## config.mk

```make
export PLATFORM = sky130hd
export DESIGN_NAME = load_store_unit
export DESIGN_NICKNAME = d
export VERILOG_FILES = /design/src/rtl/riscv_pkg.sv /design/src/rtl/lsu_align.sv /design/src/rtl/load_store_unit.sv
export SDC_FILE = /design/constraint.sdc
export NUM_CORES = 1
export LEC_CHECK = 0
export ABC_AREA = 0
export BUFFER_PORTS_ARGS = -buffer_cell sky130_fd_sc_hd__buf_2
export CAP_MARGIN = 15
export CORE_UTILIZATION = 49
export CTS_BUF_LIST = sky130_fd_sc_hd__clkbuf_2 sky130_fd_sc_hd__clkbuf_4 sky130_fd_sc_hd__clkbuf_8
export DETAILED_ROUTE_END_ITERATION = 10
export GPL_ROUTABILITY_DRIVEN = 0
export PLACE_DENSITY = 0.82
export SKIP_CTS_REPAIR_TIMING = 1
export SLEW_MARGIN = 30
export SYNTH_ARGS = -nofsm -noshare
export SYNTH_HDL_FRONTEND = slang
export SYNTH_SLANG_ARGS = --single-unit
```

## constraint.sdc

```tcl
create_clock -name clk -period 2.35 [get_ports clk]
set_input_delay 0.3525 -clock clk [delete_from_list [all_inputs] [get_ports clk]]
set_output_delay 0.3525 -clock clk [all_outputs]
set_load 0.1 [all_outputs]
```

## src/rtl/riscv_pkg.sv

```systemverilog
// RV32 load/store funct3 encodings, LSU state type and funct3 legality/alignment helpers.
// Shared by the load/store unit and its lane formatter; no logic of its own.
package riscv_pkg;

    localparam logic [2:0] F3_B  = 3'b000;
    localparam logic [2:0] F3_H  = 3'b001;
    localparam logic [2:0] F3_W  = 3'b010;
    localparam logic [2:0] F3_BU = 3'b100;
    localparam logic [2:0] F3_HU = 3'b101;

    typedef enum logic [1:0] {
        IDLE = 2'd0,
        REQ  = 2'd1,
        DONE = 2'd2
    } lsu_state_t;

    function automatic logic f3_legal(input logic is_store, input logic [2:0] funct3);
        if (is_store) begin
            return funct3 inside {F3_B, F3_H, F3_W};
        end
        return funct3 inside {F3_B, F3_H, F3_W, F3_BU, F3_HU};
    endfunction

    // funct3[1:0] encodes the access size for every legal load and store.
    function automatic logic f3_misaligned(input logic [2:0] funct3, input logic [1:0] lane);
        case (funct3[1:0])
            2'b01:   return lane[0];
            2'b10:   return lane != 2'b00;
            default: return 1'b0;
        endcase
    endfunction

endpackage

```

## src/rtl/lsu_align.sv

```systemverilog
// Byte-lane formatter: store strobes/replicated data, load lane extraction with sign/zero extension.
// Latency: combinational. Backpressure: none, a pure function of its inputs.
module lsu_align
    import riscv_pkg::*;
(
    input  logic [2:0]  st_funct3,
    input  logic [1:0]  st_lane,
    input  logic [31:0] st_data,
    output logic [3:0]  st_wstrb,
    output logic [31:0] st_wdata,
    input  logic [2:0]  ld_funct3,
    input  logic [1:0]  ld_lane,
    input  logic [31:0] ld_word,
    output logic [31:0] ld_data
);

    logic [31:0] ld_shifted;
    logic [7:0]  ld_byte;
    logic [15:0] ld_half;

    always_comb begin
        st_wstrb = 4'b0000;
        st_wdata = 32'h0;
        case (st_funct3)
            F3_B: begin
                st_wstrb = 4'b0001 << st_lane;
                st_wdata = {4{st_data[7:0]}};
            end
            F3_H: begin
                st_wstrb = 4'b0011 << {st_lane[1], 1'b0};
                st_wdata = {2{st_data[15:0]}};
            end
            F3_W: begin
                st_wstrb = 4'b1111;
                st_wdata = st_data;
            end
            default: ;
        endcase
    end

    always_comb begin
        ld_shifted = ld_word >> {ld_lane, 3'b000};
        ld_byte    = ld_shifted[7:0];
        ld_half    = ld_lane[1] ? ld_word[31:16] : ld_word[15:0];
        case (ld_funct3)
            F3_B:    ld_data = {{24{ld_byte[7]}}, ld_byte};
            F3_H:    ld_data = {{16{ld_half[15]}}, ld_half};
            F3_W:    ld_data = ld_word;
            F3_BU:   ld_data = {24'h0, ld_byte};
            F3_HU:   ld_data = {16'h0, ld_half};
            default: ld_data = 32'h0;
        endcase
    end

endmodule

```

## src/rtl/load_store_unit.sv

```systemverilog
// Load/store responder: one access per instruction over a req/ack bus, pipeline stalled until done.
// Latency: accept -> REQ next cycle -> DONE the cycle after ack; stall holds ex_* from accept through REQ.
module load_store_unit
    import riscv_pkg::*;
#(
    parameter int unsigned TIMEOUT_CYCLES = 255
) (
    input  logic        clk,
    input  logic        rst,
    input  logic        ex_valid,
    input  logic        ex_memwrite,
    input  logic        ex_memread,
    input  logic [2:0]  ex_funct3,
    input  logic [31:0] ex_addr,
    input  logic [31:0] ex_wdata,
    output logic        stall,
    output logic [31:0] rdata,
    output logic        rdata_valid,
    output logic        misaligned,
    output logic        bus_err,
    output logic        mem_req,
    output logic        mem_we,
    output logic [31:0] mem_addr,
    output logic [3:0]  mem_wstrb,
    output logic [31:0] mem_wdata,
    input  logic        mem_ack,
    input  logic [31:0] mem_rdata,
    input  logic        mem_err
);

    localparam int unsigned CNT_W = (TIMEOUT_CYCLES > 1) ? $clog2(TIMEOUT_CYCLES) : 1;
    localparam logic [CNT_W-1:0] CNT_LAST = CNT_W'(TIMEOUT_CYCLES - 1);

    lsu_state_t     state_q;
    logic [CNT_W-1:0] cnt_q;
    logic           is_load_q;
    logic [2:0]     ld_funct3_q;
    logic [1:0]     ld_lane_q;
    logic [31:0]    rdata_q;
    logic           rdata_valid_q;
    logic           misaligned_q;
    logic           bus_err_q;
    logic           mem_req_q;
    logic           mem_we_q;
    logic [31:0]    mem_addr_q;
    logic [3:0]     mem_wstrb_q;
    logic [31:0]    mem_wdata_q;

    logic           op;
    logic           legal;
    logic           mis;
    logic           accept;
    logic [3:0]     st_wstrb;
    logic [31:0]    st_wdata;
    logic [31:0]    ld_data;

    // A store wins when the decoder flags both read and write.
    assign op     = ex_valid && (ex_memread || ex_memwrite);
    assign legal  = f3_legal(ex_memwrite, ex_funct3);
    assign mis    = f3_misaligned(ex_funct3, ex_addr[1:0]);
    assign accept = op && legal && !mis;
    assign stall  = (state_q == REQ) || ((state_q == IDLE) && accept);

    lsu_align u_align (
        .st_funct3 (ex_funct3),
        .st_lane   (ex_addr[1:0]),
        .st_data   (ex_wdata),
        .st_wstrb  (st_wstrb),
        .st_wdata  (st_wdata),
        .ld_funct3 (ld_funct3_q),
        .ld_lane   (ld_lane_q),
        .ld_word   (mem_rdata),
        .ld_data   (ld_data)
    );

    always_ff @(posedge clk) begin
        if (rst) begin
            state_q       <= IDLE;
            cnt_q         <= '0;
            is_load_q     <= 1'b0;
            ld_funct3_q   <= 3'b000;
            ld_lane_q     <= 2'b00;
            rdata_q       <= 32'h0;
            rdata_valid_q <= 1'b0;
            misaligned_q  <= 1'b0;
            bus_err_q     <= 1'b0;
            mem_req_q     <= 1'b0;
            mem_we_q      <= 1'b0;
            mem_addr_q    <= 32'h0;
            mem_wstrb_q   <= 4'b0000;
            mem_wdata_q   <= 32'h0;
        end else begin
            rdata_q       <= 32'h0;
            rdata_valid_q <= 1'b0;
            misaligned_q  <= 1'b0;
            bus_err_q     <= 1'b0;
            case (state_q)
                IDLE: begin
                    if (op && !legal) begin
                        bus_err_q <= 1'b1;
                    end else if (op && mis) begin
                        misaligned_q <= 1'b1;
                    end else if (accept) begin
                        state_q     <= REQ;
                        cnt_q       <= '0;
                        mem_req_q   <= 1'b1;
                        mem_we_q    <= ex_memwrite;
                        mem_addr_q  <= {ex_addr[31:2], 2'b00};
                        mem_wstrb_q <= ex_memwrite ? st_wstrb : 4'b0000;
                        mem_wdata_q <= ex_memwrite ? st_wdata : 32'h0;
                        is_load_q   <= !ex_memwrite;
                        ld_funct3_q <= ex_funct3;
                        ld_lane_q   <= ex_addr[1:0];
                    end
                end
                REQ: begin
                    // An ack in the final counted cycle still completes normally.
                    if (mem_ack || (cnt_q == CNT_LAST)) begin
                        state_q     <= DONE;
                        mem_req_q   <= 1'b0;
                        mem_we_q    <= 1'b0;
                        mem_addr_q  <= 32'h0;
                        mem_wstrb_q <= 4'b0000;
                        mem_wdata_q <= 32'h0;
                        if (mem_ack) begin
                            bus_err_q     <= mem_err;
                            rdata_valid_q <= is_load_q && !mem_err;
                            rdata_q       <= (is_load_q && !mem_err) ? ld_data : 32'h0;
                        end else begin
                            bus_err_q <= 1'b1;
                        end
                    end else begin
                        cnt_q <= cnt_q + 1'b1;
                    end
                end
                DONE:    state_q <= IDLE;
                default: state_q <= IDLE;
            endcase
        end
    end

    assign rdata       = rdata_q;
    assign rdata_valid = rdata_valid_q;
    assign misaligned  = misaligned_q;
    assign bus_err     = bus_err_q;
    assign mem_req     = mem_req_q;
    assign mem_we      = mem_we_q;
    assign mem_addr    = mem_addr_q;
    assign mem_wstrb   = mem_wstrb_q;
    assign mem_wdata   = mem_wdata_q;

endmodule
```

==> results.sh <==
export IMPL_hpwlAfterDp_um=9710
export IMPL_drc=0
export IMPL_cp_startpoint="ex_funct3[1]"
export IMPL_power_leakage_nw=2.90
export IMPL_synth_top_area_share_pct=48.9
export IMPL_setup_viol=0
export IMPL_final_cell_mix="208 x buf_2, 119 x dfxtp_1, 72 x a21oi_1"
export IMPL_power_density_nw_per_um2=743
export IMPL_drt_pre_antenna_iters=5
export IMPL_dieArea_um2=10400
export IMPL_wire_per_inst_um=15.7
export IMPL_io_buffers=209
export IMPL_yosysWarningCount=0
export IMPL_ir_drop_mv=0.385
export IMPL_areaGrowthSynthToFinish_pct=31.6
export IMPL_hold_path_class="in -> reg"
export IMPL_yosysSeqAreaShare_pct=48.9
export IMPL_placed_cell_area_um2=6010
export IMPL_viasPerCell=5.50
export IMPL_drt_iter0_markers=249
export IMPL_die_y_um=102
export IMPL_rows=36
export IMPL_cp_endpoint="stall"
export IMPL_ys_types=49
export IMPL_arrival_ns=1.90
export IMPL_final_util_pct=66.0
export IMPL_r2r_start="state_q[0]"
export IMPL_synth_seq_cells=119
export IMPL_grt_setup_unrepaired="no"
export IMPL_max_slew_margin_pct=35.8
export IMPL_cts_num_sinks=119
export IMPL_path_class="in -> out"
export IMPL_synth_ff_type="dfxtp_1"
export IMPL_numCtsBuffers=17
export IMPL_maxCapViolations=0
export IMPL_holdCritStartpoint="ex_addr[14]"
export IMPL_die_x_um=102
export IMPL_htree_levels=4
export IMPL_r2r_slack_ns=0.21
export IMPL_cp_start_kind="primary input"
export IMPL_synthArstFlopShare_pct=0
export IMPL_critPathMaxFanout=4
export IMPL_mostFrequentLayoutCell="buf_2"
export IMPL_worstSetupEndpointType="output port"
export IMPL_cts_buffer_depth=2
export IMPL_tightest_slew_ns=0.961
export IMPL_postRouteAntennaNets=0
export IMPL_fin_crit_sh_pct=95.7
export IMPL_drive_above_1_share_pct=37.9
export IMPL_finalWirelength_um=13700
export IMPL_start_util_pct=50.1
export IMPL_worstSkewPairLatency_ns=0.43
export IMPL_n_antenna_cell=0
export IMPL_clkSlewWorstSetupHoldPaths_ns=0.08
export IMPL_fin_area_um2=6420
export IMPL_synth_top_cells_by_area="dfxtp_1 49%, a21oi_1 7.4%, nand2_1 4.8%, o2bb2ai_1 4.8%, a22oi_1 4.5%"
export IMPL_finalMaxSlewViolations=0
export IMPL_synth_edf_count=0
export IMPL_grt_pass1_wl_um=21300
export IMPL_via_count=4795
export IMPL_fmax_ghz=0.445
export IMPL_synth_area_leader_cell="dfxtp_1"
export IMPL_grt_pass1_vias=4363
export IMPL_period_minus_slack_ns=2.25
export IMPL_outcome="completed"
export IMPL_grt_max_degree=39
export IMPL_avgSynthCellArea_um2=9.32
export IMPL_synth_area_um2=4880
export IMPL_finalNetCount=837
export IMPL_clock_skew_ns=0.00964
export IMPL_hold_viol_final=0
export IMPL_cts_tree="yes"
export IMPL_cts_root_buffer="clkbuf_8"
export IMPL_coreArea_um2=9730
export IMPL_gr_total_overflow=0
export IMPL_track_usage_pct=26.7
export IMPL_rr_endpoint="mem_wstrb[0]"
export IMPL_ios=212
export IMPL_crit_required_ns=2.00
export IMPL_netlist_instances=523
export IMPL_antenna_found_initial=0
export IMPL_r2r_cells=4
-- state kept, by name (all words and copies together) (netlist names) --
register,count
mem_we,1
is_load_q,1
rdata,32
cnt_q,8
mem_addr,30
ld_lane_q,2
bus_err,1
ld_funct3_q,3
mem_req,1
misaligned,1
mem_wstrb,4
state_q,2
rdata_valid,1
mem_wdata,32
-- critical path: stages --
cell     delay, ns
buf_2         0.09
inv_1         0.05
ha_1          0.22
buf_4         0.15
or2_1         0.27
a31oi_4       0.26
a31oi_4       0.12
inv_2         0.09
buf_4         0.12
buf_12        0.16
-- cells in the mapped netlist (3+ instances only) --
library cell / number
a21o_1: 6
a21oi_1: 72
a222oi_1: 8
a22o_1: 9
a22oi_1: 29
a31oi_1: 4
and3_1: 3
buf_2: 9
buf_4: 4
buf_6: 8
clkbuf_1: 24
dfxtp_1: 119
ha_1: 5
inv_1: 6
mux2_2: 9
mux2i_1: 6
nand2_1: 63
nand2b_1: 3
nand3_1: 4
nor2_1: 21
nor2b_1: 3
nor3_1: 6
nor3b_1: 3
o21ai_0: 42
o2bb2ai_1: 27
or3_1: 3
-- power breakdown --
part	internal, W	switching, W
sequential	0.00206	0.0000274
combinational	0.000227	0.000572
clock	0.00104	0.000845
-- cell families after synthesis --
family,Yosys count,share of synthesized area [%]
AOI/OAI and AO/OA,207,28.2
and+or+nand+nor,123,12.3
adders and majority gates,5,1.28
muxes,15,3.31
xor gates and xnor gates,1,0.180
other,1,0.0769
buffers and inverters,52,5.77
DFF,119,48.9
-- layout make-up --
cell class                      count  area, µm²
Inverter                            7       26.3
Clock inverter                     11        123
Tap cell                          133        166
Multi-Input combinational cell    353       2220
Timing Repair Buffer              228       1220
Clock buffer                       21        283
Sequential cell                   119       2380
Fill cell                         840       3310
-- how the worst min path moves through the flow --
stage | to | cells after the start | slack, ns
floorplan | is_load_q | 1 | 0.45
global placement | mem_wdata[25] | 1 | 0.44
detailed placement | mem_wdata[31] | 1 | 0.44
finish | mem_addr[14] | 3 | 0.15
global route | mem_addr[17] | 3 | 0.14
CTS | mem_addr[14] | 3 | 0.12
-- per-stage QoR --
stage / worst slack, ns / total power [W] / TNS (ns) / hold WS [ns] / std cells
floorplan: 0.00887 / 0.00270 / 0 / 0.448 / 524
global placement: -0.0145 / 0.00291 / -0.0145 / 0.441 / 840
detailed placement: -0.153 / 0.00292 / -3.64 / 0.442 / 840
CTS: 0.0919 / 0.00480 / 0 / 0.125 / 872
global route: 0.0187 / 0.00495 / 0 / 0.137 / 872
finish: 0.101 / 0.00477 / 0 / 0.151 / 872
-- per-layer routing --
metal / vias up / part of all wire, % / global-route usage, %
met3: 23 / 8.0 / 8.35
met1: 2240 / 43 / 32.4
li1: 2306 / - / -
met2: 226 / 48 / 43.9
met4: 0 / 1.6 / 10.5
met5: - / 0 / 0
Note: power is estimated with default switching activity, not from simulation.
